$ cat config.mk
export PLATFORM = sky130hd
export DESIGN_NAME = sum16_kpg_adder
export DESIGN_NICKNAME = d
export VERILOG_FILES = /design/src/rtl/sum16_kpg_adder.sv
export SDC_FILE = /design/constraint.sdc
export NUM_CORES = 1
export LEC_CHECK = 0
export CORE_MARGIN = 2
export CORE_UTILIZATION = 45
export DETAILED_ROUTE_END_ITERATION = 8
export PLACE_DENSITY = 0.75
export SETUP_SLACK_MARGIN = 0.2
export SLEW_MARGIN = 5
export SYNTH_ARGS = -nofsm -noshare
export SYNTH_HDL_FRONTEND = slang
export SYNTH_SLANG_ARGS = --single-unit
$ cat constraint.sdc
create_clock -name clk -period 2.8 [get_ports clk]
set_input_delay 0.56 -clock clk [delete_from_list [all_inputs] [get_ports clk]]
set_output_delay 0.56 -clock clk [all_outputs]
set_load 0.05 [all_outputs]
$ cat src/rtl/sum16_kpg_adder.sv
// sum16_kpg_adder: registered 16-bit adder with a Kogge-Stone KPG carry network and a KPG-encoded carry-in
module sum16_kpg_adder (
  input  logic        clk,
  input  logic        rst,
  input  logic [15:0] a,
  input  logic [15:0] b,
  input  logic [1:0]  kIn,
  output logic [16:0] sum
);
  // symbols: k=00, p=01, g=11; index 0 holds the carry-in, index i+1 holds bit i
  logic [1:0] s [0:5][0:16];
  logic [16:0] c;
  logic [16:0] nxt;
  function automatic logic [1:0] kpg(input logic [1:0] x, input logic [1:0] y);
    return (x == 2'b00) ? 2'b00 : (x == 2'b11) ? 2'b11 : y;
  endfunction
  // a propagate carry-in has nothing below it, so it resolves to kill
  assign s[0][0] = (kIn == 2'b11) ? 2'b11 : 2'b00;
  for (genvar j = 0; j < 16; j++) begin : g_sym
    assign s[0][j+1] = {a[j] & b[j], a[j] | b[j]};
  end
  for (genvar l = 0; l < 5; l++) begin : g_lvl
    for (genvar j = 0; j < 17; j++) begin : g_pos
      if (j >= (1 << l)) begin : g_cmb
        assign s[l+1][j] = kpg(s[l][j], s[l][j-(1<<l)]);
      end else begin : g_pass
        assign s[l+1][j] = s[l][j];
      end
    end
  end
  for (genvar j = 0; j < 17; j++) begin : g_car
    assign c[j] = s[5][j][1];
  end
  assign nxt = {c[16], a ^ b ^ c[15:0]};
  always_ff @(posedge clk) begin
    if (rst) sum <= 17'h0;
    else sum <= nxt;
  end
endmodule

Word-level counts from Yosys, hierarchy flattened

Index checks and enable logic that the tools add are counted.

Eq/ne operators: 55
Reductions and logical operators: 55
Muxes and demuxes: 108
Bitwise operators: 34

Operators by type and width:

| cell                                  | count |
|---|---|
| two-way mux 2 bit                     | 108 |
| == test 2 bit (second input constant) | 55 |
| logical NOT 2 bit                     | 54 |
| bitwise XOR 16 bit                    | 2 |
| bitwise AND 1 bit                     | 16 |
| OR 1 bit                              | 16 |
| OR reduction 2 bit                    | 1 |

Input port bits: 36
Register bits after elaboration: 17
Output and inout bits: 17

Longest topological paths before layout

Gate-level depths: netlist (run 1).

Word-level depth: 15
Mapped depth: 10

Least setup slack after synthesis (run 1)

No wires, ideal clock.

Kind: in2reg
From: in kIn[0]
To: reg sum[15]
Arrival time: 2.402 ns
Slack: 0.277 ns
Data required time: 2.679 ns
Stages on the path: 10
Cell sequence: nand2_1 -> inv_1 -> fa_1 -> nor2_1 -> a211oi_1 -> o2bb2ai_1 -> a221o_1 -> o2111ai_1 -> a311oi_1 -> mux2_2

Cells in the longest elaborated chain, start to end: 11

Ends and longest elaborated chain:

| item                           | line | RTL |
|---|---|---|
| start: declaration             | 7    | `input logic [1:0] kIn,` |
| == test 2 bit                  | 18   | `assign s[0][0] = (kIn == 2'b11) ? 2'b11 : 2'b00;` |
| two-way mux 2 bit              | 18   |  |
| two-way mux 2 bit (8 in a row) | 15   | `return (x == 2'b00) ? 2'b00 : (x == 2'b11) ? 2'b11 : y;` |
| bitwise XOR 16 bit             | 34   | `assign nxt = {c[16], a ^ b ^ c[15:0]};` |
| end signal: assignment         | 37   | `else sum <= nxt;` |
| end: declaration               | 8    | `output logic [16:0] sum` |

No other way between the ends.
A chain may end at the register's enable or synchronous reset.

Worst setup path in the final report (run 1)

From: in a[4]
To: reg sum[15]

Cells in the longest elaborated chain, start to end: 12
Elaborated cells on any way between the ends: 15
Classes of those cells: eq/ne (2); mux (8); bitwise (3); reduce/logical (2)

Ends and longest elaborated chain:

| item                                                 | line | RTL |
|---|---|---|
| start: declaration                                   | 5    | `input logic [15:0] a,` |
| OR 1 bit / bitwise AND 1 bit (equally long branches) | 20   | `assign s[0][j+1] = {a[j] & b[j], a[j] \| b[j]};` |
| == test 2 bit                                        | 15   |  |
| two-way mux 2 bit                                    | 15   |  |
| two-way mux 2 bit (*) (3 in a row)                   | 15   |  |
| == test 2 bit                                        | 15   |  |
| two-way mux 2 bit                                    | 15   |  |
| two-way mux 2 bit (*) (3 in a row)                   | 15   |  |
| bitwise XOR 16 bit (*)                               | 34   |  |

Mark *: on every way between the ends. The rest lies on a longest branch, timed or not.

==> flow_summary_export.csv, run 1 <==
group,metric,value,unit
floorplan,fp.dieH,71.32,um
yosys,yosys.area.top_type,"ha_1",
yosys,synth_fa_ha_area_share,37.67,%
cts,htree_num_levels,1,
critical_path,crit_fanout,3,
timing,slew_headroom,64.15,%
yosys,synth_edf_count,0,
floorplan,initial_utilization,46.84,%
final_layout,reg_top3,"sum x17",
detailed_routing,drt_iter0_drc,63,
placement,dp_slack,-0.3713,ns
power_and_ir_drop,leakage,0.001570,uW
final_layout,drive_above_1_share,20.78,%
critical_path,required,2.94,ns
yosys,yosys_warnings,0,
global_routing,antenna_found_initial,0,
timing,slew_viol_final,0,
yosys,syn_area,2039,um^2
detailed_routing,routed_wirelength,4725,um
global_routing,gr-total-overflow,0,
final_layout,largest_register,"sum",
detailed_routing,drtPass1Iterations,4,
hold_path,hold_start,"b[3]",
critical_path,startpoint_type,"input port",
yosys,ys_ff_latch,17,
power_and_ir_drop,power_density,344.9,nW/um^2
detailed_routing,drcViolationCount,0,
yosys,yosys.area_share.simple,13.68,%
critical_path,cp_slowest_cell,"clkdlybuf4s50_1",
global_routing,grt_pass1_wl,7803,um
cts,numClockSinks,17,
yosys,synth-compound-area-share,16.99,%
critical_path,cp_top_family,"compound AO/OA/AOI/OAI gates",
timing,worst_pin_slew,0.5360,ns
final_layout,largest_register_ffs,17,
floorplan,io_pins,53,
placement,portBuffers,52,
final_layout,post-route-util,69.66,%
floorplan,num_rows,24,
global_routing,grt_start_max_net_pins,11,
final_layout,area.growth.synth_to_final,48.71,%
placement,placed_area,2798,um^2
floorplan,die_area,5087,um^2
yosys,synth_mux_area_share,1.104,%
floorplan,core-area,4354,um^2
critical_path,cp.arrival,2.66,ns
timing,setup_viol,0,
yosys,synth_nets,337,
timing,rsz0062_at_grt,"yes",
global_routing,use_met1,21.42,%
critical_path,crit_path_max_incr_delay,0.51,ns
detailed_routing,wl_per_cell,12.30,um
timing,period_share,90.00,%
flow_run,max_cap_viol_count,0,
timing,fmax,0.3968,GHz
global_routing,grt_util_met3,1.125,%
timing,hold_viol,0,
global_routing,grtUsageMet2,36.42,%
yosys,syn_area_per_cell,8.324,um^2
critical_path,crit_type,"in -> reg",
cts,clock-root-buffer,"clkbuf_8",
hold_path,hp-class,"in -> reg",
power_and_ir_drop,ir_drop,0.0002314,V
yosys,synth_top_family_by_area,"adder cells",
global_routing,busiest_layer,"met2",
cts,cts_tree,"built",
cts,path_clk_slew,0.07,ns
yosys,synth_top_flop_cell,"dfxtp_1",
yosys,async_reset_ff_share,0,%
final_layout,finalNetCount,425,
placement,dpl.cell_count,371,
yosys,synth_seq_area_share,16.69,%
cts,clk_path_buf_depth,2,
yosys,yosysUniqueCellTypes,40,
critical_path,path_depth,9,
floorplan,die_x,71.32,um
yosys,synth_area_leaders,"ha_1, dfxtp_1, inv_1",
placement,place_congestion,0.7926,
global_routing,grt_pass1_vias,1903,
critical_path,crit_chain,"clkdlybuf4s50_1 > inv_1 > ha_1 > nor2_1 > o2bb2ai_2 > a21o_1 > o2111ai_2 > a311oi_2 > mux2_4",
timing,period_minus_slack,2.520,ns
final_layout,diodes,0,
yosys,synth_xor_area_share,4.294,%
final_layout,fillers,345,
cts,hold_buffers,0,
status,status,"complete, no violations",
placement,hpwl,3735,um
yosys,netlist.area_leader.share,33.74,%
final_layout,final_cells,384,
final_layout,final_area,3033,um^2
hold_path,min_delay_path_depth,5,
global_routing,grtUsageTotal,18.50,%
cts,numCtsBuffers,3,
detailed_routing,num_vias,1912,
detailed_routing,ant_nets,0,
yosys,synthCells,245,
critical_path,cp_num_buf_inv,2,
critical_path,end_kind,"flip-flop",
timing,fin_ws,0.2801,ns
detailed_routing,viasPerCell,4.979,
hold_path,hold_end,"sum[3]",
power breakdown:
part / switching [uW] / internal, uW
clock: 88.8 / 98.7
combinational: 310 / 265
sequential: 8.76 / 275
metrics by stage:
step / TNS (ns) / hold WS, ns / power, uW
6_report: 0 / 0.8257 / 1046
5_1_grt: 0 / 0.8829 / 1111
3_3_place_gp: -1.556 / 1.331 / 806.4
4_1_cts: 0 / 0.9365 / 1025
3_5_place_dp: -1.664 / 1.329 / 814.4
2_1_floorplan: 0 / 0.8097 / 612.0
layout make-up:
type / count / area [um^2] / share of cell area, %
repair buffers: 85 / 787.0 / 25.95
flip-flops and latches: 17 / 340.3 / 11.22
clock inverters: 1 / 5.005 / 0.1650
multi-input cells: 176 / 1607 / 52.97
clock buffers: 3 / 41.29 / 1.361
well taps: 52 / 65.06 / 2.145
inverters: 50 / 187.7 / 6.188
worst max path at each step:
stage	slack (ns)	to	from
2_1_floorplan	0.28	sum[15]	kIn[0]
3_3_place_gp	-0.33	sum[15]	kIn[0]
3_5_place_dp	-0.37	sum[15]	a[1]
4_1_cts	0.08	sum[15]	kIn[1]
5_1_grt	0.13	sum[15]	a[1]
6_report	0.28	sum[15]	a[4]
Yosys cell counts (all sizes together), types with 3 or more instances:
library cell and n:
nor3b 5, ha 55, o21ai 5, xnor2 9
a21oi 13, inv 50, dfxtp 17, nand2b 6
a21o 3, nor2b 7, nor2 25, a211oi 5
maj3 6, or3b 3
cells in the final DEF (no fill, tap or decap), types with 2 or more instances in the layout:
master and n:
o2111ai_2 2, inv_2 3, mux2_4 2, buf_4 33, dlymetal6s2s_1 12, o211ai_1 2, o22ai_1 2, clkbuf_8 3
ha_2 5, nor2b_1 6, nand2b_1 6, nor3b_1 3, a211oi_2 2, o21a_1 2, dlygate4sd2_1 5, ha_1 50
a21oi_1 13, xnor2_1 9, o21ai_0 4, maj3_1 6, nor2_1 24, a311oi_2 2, clkdlybuf4s50_1 34, dfxtp_1 17
or3b_2 3, nor3b_2 2, a211oi_1 3, a21o_1 3, inv_1 47, o21bai_1 2
cells by family (layout without fill, tap and decap cells):
group           Yosys count  count (layout)
compound gates           49              49
xor+xnor                 10              10
fa+ha+maj                62              62
buf+inv                  52             139
flops                    17              17
mux                       2               2
simple gates             53              53
timing repair:
item	4_1_cts	5_1_grt
setup buffers	5	4
setup endpoints to repair	7	9
pin swaps	11	13
resized for setup	17	30
per-layer routing:
| metal | part of all wire [%] | vias to the layer above |
|---|---|---|
| met1 | 41 | 885 |
| met4 | 0.57 | 0 |
| met5 | 0 | - |
| met2 | 54 | 43 |
| li1 | - | 980 |
| met3 | 4.0 | 4 |
No activity file was read; power rests on OpenSTA's default activity.
==> run 2, diff against run 1 <==
- SETUP_SLACK_MARGIN: 0.2 -> default
==> run 2 against run 1 <==
Sequential share of layout area rose by 0.18 points. Core utilization fell by 1.1 points. Sequential power barely moved. Clock-buffer cell count did not move. Critical endpoint is now sum[9]. Largest power group unchanged.
==> flow_summary_export.csv, run 2 (synthesized netlist as in run 1, its figures left out) <==
group,metric,value,unit
detailed_routing,drcViolationCount,0,
final_layout,fillers,344,
global_routing,grt_pass1_wl,7748,um
status,status,"complete, no violations",
power_and_ir_drop,pwr-share-comb,54.9,%
detailed_routing,viasPerCell,4.961,
timing,period_share,96.05,%
critical_path,crit_fanout,3,
final_layout,reg_top3,"sum x17",
cts,path_clk_slew,0.07,ns
cts,clock-root-buffer,"clkbuf_8",
global_routing,grtUsageTotal,18.38,%
timing,fin_ws,0.1105,ns
floorplan,io_pins,53,
final_layout,diodes,0,
cts,hold_buffers,0,
detailed_routing,wl_per_cell,12.10,um
timing,slew_viol_final,0,
power_and_ir_drop,ir_drop,0.0002264,V
final_layout,post-route-util,68.53,%
timing,fmax,0.3718,GHz
hold_path,min_delay_path_depth,5,
cts,cts_tree,"built",
floorplan,die_x,71.32,um
final_layout,area.growth.synth_to_final,46.32,%
timing,worst_pin_slew,0.5341,ns
final_layout,layout_commonest_cell,"ha_1",
timing,slew_headroom,64.28,%
detailed_routing,drtPass1Iterations,4,
timing,hold_viol,0,
power_and_ir_drop,p_int,637.5,uW
floorplan,num_rows,24,
critical_path,cp.arrival,2.83,ns
floorplan,fp.dieH,71.32,um
global_routing,grt_start_max_net_pins,11,
cts,numClockSinks,17,
floorplan,initial_utilization,46.84,%
placement,place_congestion,0.7926,
flow_run,max_cap_viol_count,0,
power_and_ir_drop,pwr-share-seq,27.3,%
detailed_routing,routed_wirelength,4645,um
final_layout,drive_above_1_share,17.77,%
power_and_ir_drop,leakage,0.001498,uW
cts,htree_num_levels,1,
critical_path,required,2.94,ns
detailed_routing,drt_iter0_drc,58,
floorplan,core-area,4354,um^2
placement,hpwl,3735,um
cts,numCtsBuffers,3,
power_and_ir_drop,power_density,347.9,nW/um^2
detailed_routing,ant_nets,0,
power_and_ir_drop,p_sw,400.6,uW
hold_path,hold_start,"b[1]",
hold_path,hold_end,"sum[1]",
final_layout,final_cell_mix,"ha_1, inv_1, clkdlybuf4s50_1",
critical_path,crit_type,"in -> reg",
global_routing,grt_pass1_vias,1898,
global_routing,antenna_found_initial,0,
timing,finalSetupTns,0,ns
critical_path,end_kind,"flip-flop",
global_routing,gr-total-overflow,0,
final_layout,largest_register_ffs,17,
timing,setup_viol,0,
timing,period_minus_slack,2.689,ns
critical_path,startpoint_type,"input port",
detailed_routing,num_vias,1905,
placement,dp_slack,-0.3713,ns
floorplan,die_area,5087,um^2
hold_path,hp-class,"in -> reg",
power_and_ir_drop,p_clk_share,17.8,%
final_layout,largest_register,"sum",
final_layout,finalNetCount,425,
placement,portBuffers,52,
power_and_ir_drop,switching_share,38.59,%
cts,clk_path_buf_depth,2,
[run 2: cell types whose count changed in the layout (fill, tap and decap cells not counted), sizes merged]
cell,change
clkdlybuf4s50,+12
dlygate4sd2,-4
clkbuf,-1
dlymetal6s2s,-7
[run 2: what timing repair did]
item                       in CTS  in global routing
setup endpoints to repair       4                  5
gates resized for setup         6                 14
gates cloned                    0                  0
pin swaps                       9                  9
setup buffers                   4                  5
[run 2: power groups by stage]
stage          registers (uW)  logic [uW]  clock network (uW)
4_1_cts                   283         546                 191
3_3_place_gp              288         518                   0
6_report                  284         570                 185
2_1_floorplan             406         206                   0
5_1_grt                   286         617                 200
3_5_place_dp              289         526                   0
[run 2: cell type report]
type / count / area, um^2 / share of cell area [%]
Multi-Input combinational cell: 176 / 1565 / 52.45
Timing Repair Buffer: 85 / 779.5 / 26.12
Sequential cell: 17 / 340.3 / 11.40
Inverter: 50 / 187.7 / 6.289
Tap cell: 52 / 65.06 / 2.180
Clock buffer: 3 / 41.29 / 1.384
Clock inverter: 1 / 5.005 / 0.1677
[run 2: worst max-delay path by stage]
stage | from | endpoint | depth (start not counted)
6_report | a[6] | sum[9] | 11
5_1_grt | a[6] | sum[9] | 11
4_1_cts | b[1] | sum[15] | 10
3_5_place_dp | a[1] | sum[15] | 10
3_3_place_gp | kIn[0] | sum[15] | 11
2_1_floorplan | kIn[0] | sum[15] | 10
[run 2: per-layer routing]
| layer | vias to the layer above | track usage [%] | share of wire (%) |
|---|---|---|---|
| met2 | 47 | 36.32 | 54 |
| met5 | - | 0 | 0 |
| li1 | 978 | - | - |
| met1 | 874 | 21.42 | 40 |
| met4 | 0 | 4.193 | 1.1 |
| met3 | 6 | 0.9845 | 5.6 |
[run 2: per-stage QoR]
stage               std cells  hold slack [ns]  total power [uW]  area (um^2)
finish                    384           0.8184              1038         2984
global route              384           0.8641              1103         2984
CTS                       379           0.9365              1020         2900
detailed placement        371            1.329             814.4         2798
global placement          371            1.331             806.4         2798
floorplan                 245           0.8097             612.0         2039
[run 2: critical path, cell delays in order]
cell and delay [ns]:
clkdlybuf4s50_1 0.45, buf_4 0.15, ha_1 0.21, nor3b_1 0.26, nor2_1 0.09, buf_4 0.14
a21o_1 0.20, buf_4 0.14, o21a_1 0.16, o21ai_1 0.13, mux2_2 0.34
==> patch 1 (config.mk and constraints of run 1) <==
Reset style: asynchronous (`rst`), changed in one clocked block.
--- a/src/rtl/sum16_kpg_adder.sv
+++ b/src/rtl/sum16_kpg_adder.sv
@@ -32,7 +32,7 @@
     assign c[j] = s[5][j][1];
   end
   assign nxt = {c[16], a ^ b ^ c[15:0]};
-  always_ff @(posedge clk) begin
+  always_ff @(posedge clk or posedge rst) begin
     if (rst) sum <= 17'h0;
     else sum <= nxt;
   end
Check against the original RTL: differs if rst is asserted again (counterexample within 4 cycles, from zero or initial values and one cycle with rst high); with rst held inactive, the same outputs for 10 cycles.
==> patch 1 against run 1 <==
Hold slack got worse by 0.12 ns; largest power group unchanged; wire length decreased by 4.5%; global-route usage decreased by 0.72 points; sequential power increased by 9.9%; final area decreased by 0.37%; total power increased by 13%; cell count decreased by 2.3%; worst setup slack improved by 0.0082 ns; area after synthesis increased by 6.0%; sequential cell count unchanged.
==> patch 1: results (changes against run 1) <==
status = finished clean (unchanged)
post-synth top area cell = ha_1 (unchanged)
VDD IR max = 0.241 mV (was 0.231 mV)
largest net degree at the start of global routing = 18 (was 11)
clock share of power = 16.8% (was 17.9%)
first-pass GRT wire length = 7620 um (was 7800 um)
crit path DAT = 2.69 ns (was 2.66 ns)
Post-synth top flop = dfrtp_1 (was dfxtp_1)
Post-synth ARST share = 100% (was 0%)
Synth area leaders = ha_1, dfrtp_1, inv_1 (was ha_1, dfxtp_1, inv_1)
Fin Hold WS = 0.704 ns (was 0.826 ns)
post-synthesis compound-gate area fraction = 15.7% (was 17.0%)
area grow syn2layout = 39.8% (was 48.7%)
Slew @ Worst Pin = 0.687 ns (was 0.536 ns)
GR Util met3 = 2.74% (was 1.13%)
multi-input gates = 175 (was 176)
Placed Cells = 370 (was 371)
layout cells sized above 1 = 14.6% (was 20.8%)
Power Dens Cells = 390 nW/um2 (was 345 nW/um2)
DR WL met3 = 172 um (was 191 um)
comb pwr = 0.667 mW (was 0.575 mW)
internal power = 0.675 mW (was 0.638 mW)
total track usage = 17.8% (was 18.5%)
mux cell area share after synthesis = 0% (was 1.10%)
Worst-path clk slew = 0.08 ns
syn nets = 339 (was 337)
Post-Synth Adder-Cell Area = 37.3% (was 37.7%)
Non-clock inverters = 52 (was 50)
Tmin final = 2.51 ns (was 2.52 ns)
register area = 425 um2 (was 340 um2)
Avg Synthesized Cell Area = 8.86 um2 (was 8.32 um2)
RD Place Congestion = 0.831 (was 0.793)
Seq/Total Area, Yosys = 19.7% (was 16.7%)
met1 WL = 1860 um (was 1950 um)
Leak = 1.57 nW (about the same)
Non-clock buffering overhead = 22.6% (was 25.9%)
Layout Nets = 417 (was 425)
met1 Use GR = 18.8% (was 21.4%)
fillcell total = 393 (was 345)
fraction of area in multi-input gates = 53.0% (about the same)
DRT iter0 DRCs = 52 (was 63)
post-route insts no fill = 375 (was 384)
Post-synth top cells = ha_1, inv_1, dfrtp_1 (was ha_1, inv_1, nor2_1)
hpwl dp = 3810 um (was 3740 um)
WL/cell = 12.0 um (was 12.3 um)
Placement Setup Slack = -0.251 ns (was -0.371 ns)
min-delay worst type = input pin to async pin (was input pin to register)
Post-Synth XOR/XNOR Area = 4.86% (was 4.29%)
grt met2 use = 35.6% (was 36.4%)
[patch 1: cell types whose count changed after synthesis, sizes merged, moves of 3 or more]
cell     change
dfrtp       +17
dfxtp       -17
nor2        -14
nor3        +10
xor2         +7
xnor2        -5
nand2        +4
a2111oi      +3
ha           +3
o211a        +3
[patch 1: what timing repair did]
action | CTS | global route
endpoints found under the setup margin | 10 | 6
resized for setup | 17 | 15
pin swaps | 10 | 4
endpoints found under the hold margin | 0 | 0
setup buffers | 1 | 0
[patch 1: critical path: stages]
cell	delay (ns)
dlygate4sd2_1	0.27
ha_2	0.21
a211oi_2	0.22
a2111oi_2	0.08
buf_4	0.15
maj3_2	0.32
o211a_1	0.27
or4_1	0.51
o211ai_1	0.10
[patch 1: worst max path at each step]
stage | start | endpoint
3_5_place_dp | kIn[1] | sum[13]
2_1_floorplan | kIn[0] | sum[13]
5_1_grt | a[3] | sum[15]
4_1_cts | a[4] | sum[15]
6_report | b[0] | sum[12]
3_3_place_gp | kIn[0] | sum[13]
==> patch 2 (config.mk and constraints of run 1) <==
Made on the original files. Put one more register stage on the output `sum`, cleared by the reset. The value now appears one clock later.
--- a/src/rtl/sum16_kpg_adder.sv
+++ b/src/rtl/sum16_kpg_adder.sv
@@ -7,6 +7,8 @@
   input  logic [1:0]  kIn,
   output logic [16:0] sum
 );
+
+  logic [16:0] sum_s0;
   // symbols: k=00, p=01, g=11; index 0 holds the carry-in, index i+1 holds bit i
   logic [1:0] s [0:5][0:16];
   logic [16:0] c;
@@ -33,8 +35,16 @@
   end
   assign nxt = {c[16], a ^ b ^ c[15:0]};
   always_ff @(posedge clk) begin
-    if (rst) sum <= 17'h0;
-    else sum <= nxt;
+    if (rst) sum_s0 <= 17'h0;
+    else sum_s0 <= nxt;
   end
+  always_ff @(posedge clk) begin
+    if (rst) begin
+      sum <= '0;
+    end else begin
+      sum <= sum_s0;
+    end
+  end
+
 endmodule
 
Function: changed (a bounded check fails within 4 cycles, from zero or initial values and one cycle with rst high).
==> patch 2 against run 1 <==
Wire length is 25% higher; sequential cell count is 17 higher; sequential share of layout area is 6.5 points higher; highest routed layer unchanged; worst setup slack worse by 0.077 ns; area after synthesis is 33% higher; critical path type unchanged; total power is 39% higher; global-route usage is 0.23 points higher; final area is 26% higher; largest cell class unchanged.
==> patch 2: results (changes against run 1) <==
status = finished clean (unchanged)
Synth area leaders = ha_1, dfxtp_1, inv_1 (unchanged)
DRT iter0 DRCs = 115 (was 63)
internal power = 0.985 mW (was 0.638 mW)
via count = 2,420 (was 1,912)
hpwl dp = 4830 um (was 3740 um)
vias in the first global route = 2,265 (was 1,903)
vias per cell = 5.01 (was 4.98)
VDD IR max = 0.366 mV (was 0.231 mV)
Leak = 1.84 nW (was 1.57 nW)
total wire length = 5930 um (was 4730 um)
root buf cell = clkbuf_8 (unchanged)
CP max-delay cell = clkdlybuf4s50_1 (unchanged)
syn nets = 395 (was 337)
min-delay worst type = register to register (was input pin to register)
Gate Count Post-Synth = 303 (was 245)
total CTS buffers = 5 (was 3)
Placed Cells = 471 (was 371)
htree depth = 2 (was 1)
Yosys warning count = 0 (unchanged)
RD Place Congestion = 0.859 (was 0.793)
Layout Nets = 500 (was 425)
layout cells sized above 1 = 22.1% (was 20.8%)
fillcell total = 495 (was 345)
Post-synth ARST share = 0% (unchanged)
biggest regs = sum (17), sum_s0 (17) (was sum (17))
crit path DAT = 2.77 ns (was 2.66 ns)
largest net degree at the start of global routing = 38 (was 11)
Seq/Total Area, Yosys = 25.0% (was 16.7%)
total track usage = 18.7% (was 18.5%)
first-pass GRT wire length = 9750 um (was 7800 um)
Rel. slew slack = 62.5% (was 64.2%)
Post-synth top cells = ha_1, inv_1, dfxtp_1 (was ha_1, inv_1, nor2_1)
synth unique cells = 58 (was 40)
# port buffers = 52 (unchanged)
crit-path max FO = 4 (was 3)
patch 2: what timing repair did:
action	in CTS	in global routing
endpoints found under the setup margin	6	2
pin swaps	14	3
hold buffers	0	0
resized for setup	26	5
buffers inserted	5	0
patch 2: power by group through the flow:
stage,clock network [mW],registers [mW],logic [mW]
5_1_grt,0.364,0.554,0.623
6_report,0.334,0.549,0.572
3_5_place_dp,0,0.561,0.544
3_3_place_gp,0,0.559,0.530
4_1_cts,0.339,0.550,0.567
2_1_floorplan,0,0.628,0.257
patch 2: final cells by class:
| type | instances | share of cell area [%] |
|---|---|---|
| Inverter | 52 | 5.09 |
| Clock buffer | 5 | 1.79 |
| Timing Repair Buffer | 102 | 23.2 |
| Multi-Input combinational cell | 213 | 49.5 |
| Tap cell | 75 | 2.45 |
| Clock inverter | 2 | 0.261 |
| Sequential cell | 34 | 17.7 |
patch 2: cell families after synthesis:
group           Yosys count  share of synthesized area (%)
fa+ha+maj                60                           27.5
compound gates           64                           18.4
flops                    34                           25.0
simple gates             79                           17.5
mux                       2                          0.966
xor+xnor                  8                           2.58
buf+inv                  56                           8.00
patch 2: final timing paths:
kind                                start         end  slack (ns)  depth (start not counted)
worst max-delay path                 a[5]  sum_s0[14]        0.20                          8
worst min register to register  sum_s0[4]      sum[4]        0.44                          1
worst min-delay path            sum_s0[4]      sum[4]        0.44                          1
worst max register to register  sum_s0[9]      sum[9]        2.23                          1
patch 2: stage by stage:
| step | instance area (um2) | setup WS, ns | hold WS, ns |
|---|---|---|---|
| after floorplan | 2720 | 0.414 | 0.414 |
| after global placement | 3650 | -0.180 | 0.420 |
| after detailed placement | 3650 | -0.253 | 0.422 |
| after CTS | 3820 | 0.181 | 0.438 |
| after global routing | 3840 | 0.152 | 0.453 |
| final | 3840 | 0.203 | 0.435 |
patch 2: layer usage:
| metal | up-vias | part of all wire, % | GRT usage [%] |
|---|---|---|---|
| li1 | 1227 | - | - |
| met1 | 1112 | 44 | 23.5 |
| met2 | 73 | 48 | 32.7 |
| met3 | 8 | 6.6 | 2.86 |
| met4 | 0 | 1.4 | 6.00 |
| met5 | - | 0 | 0 |
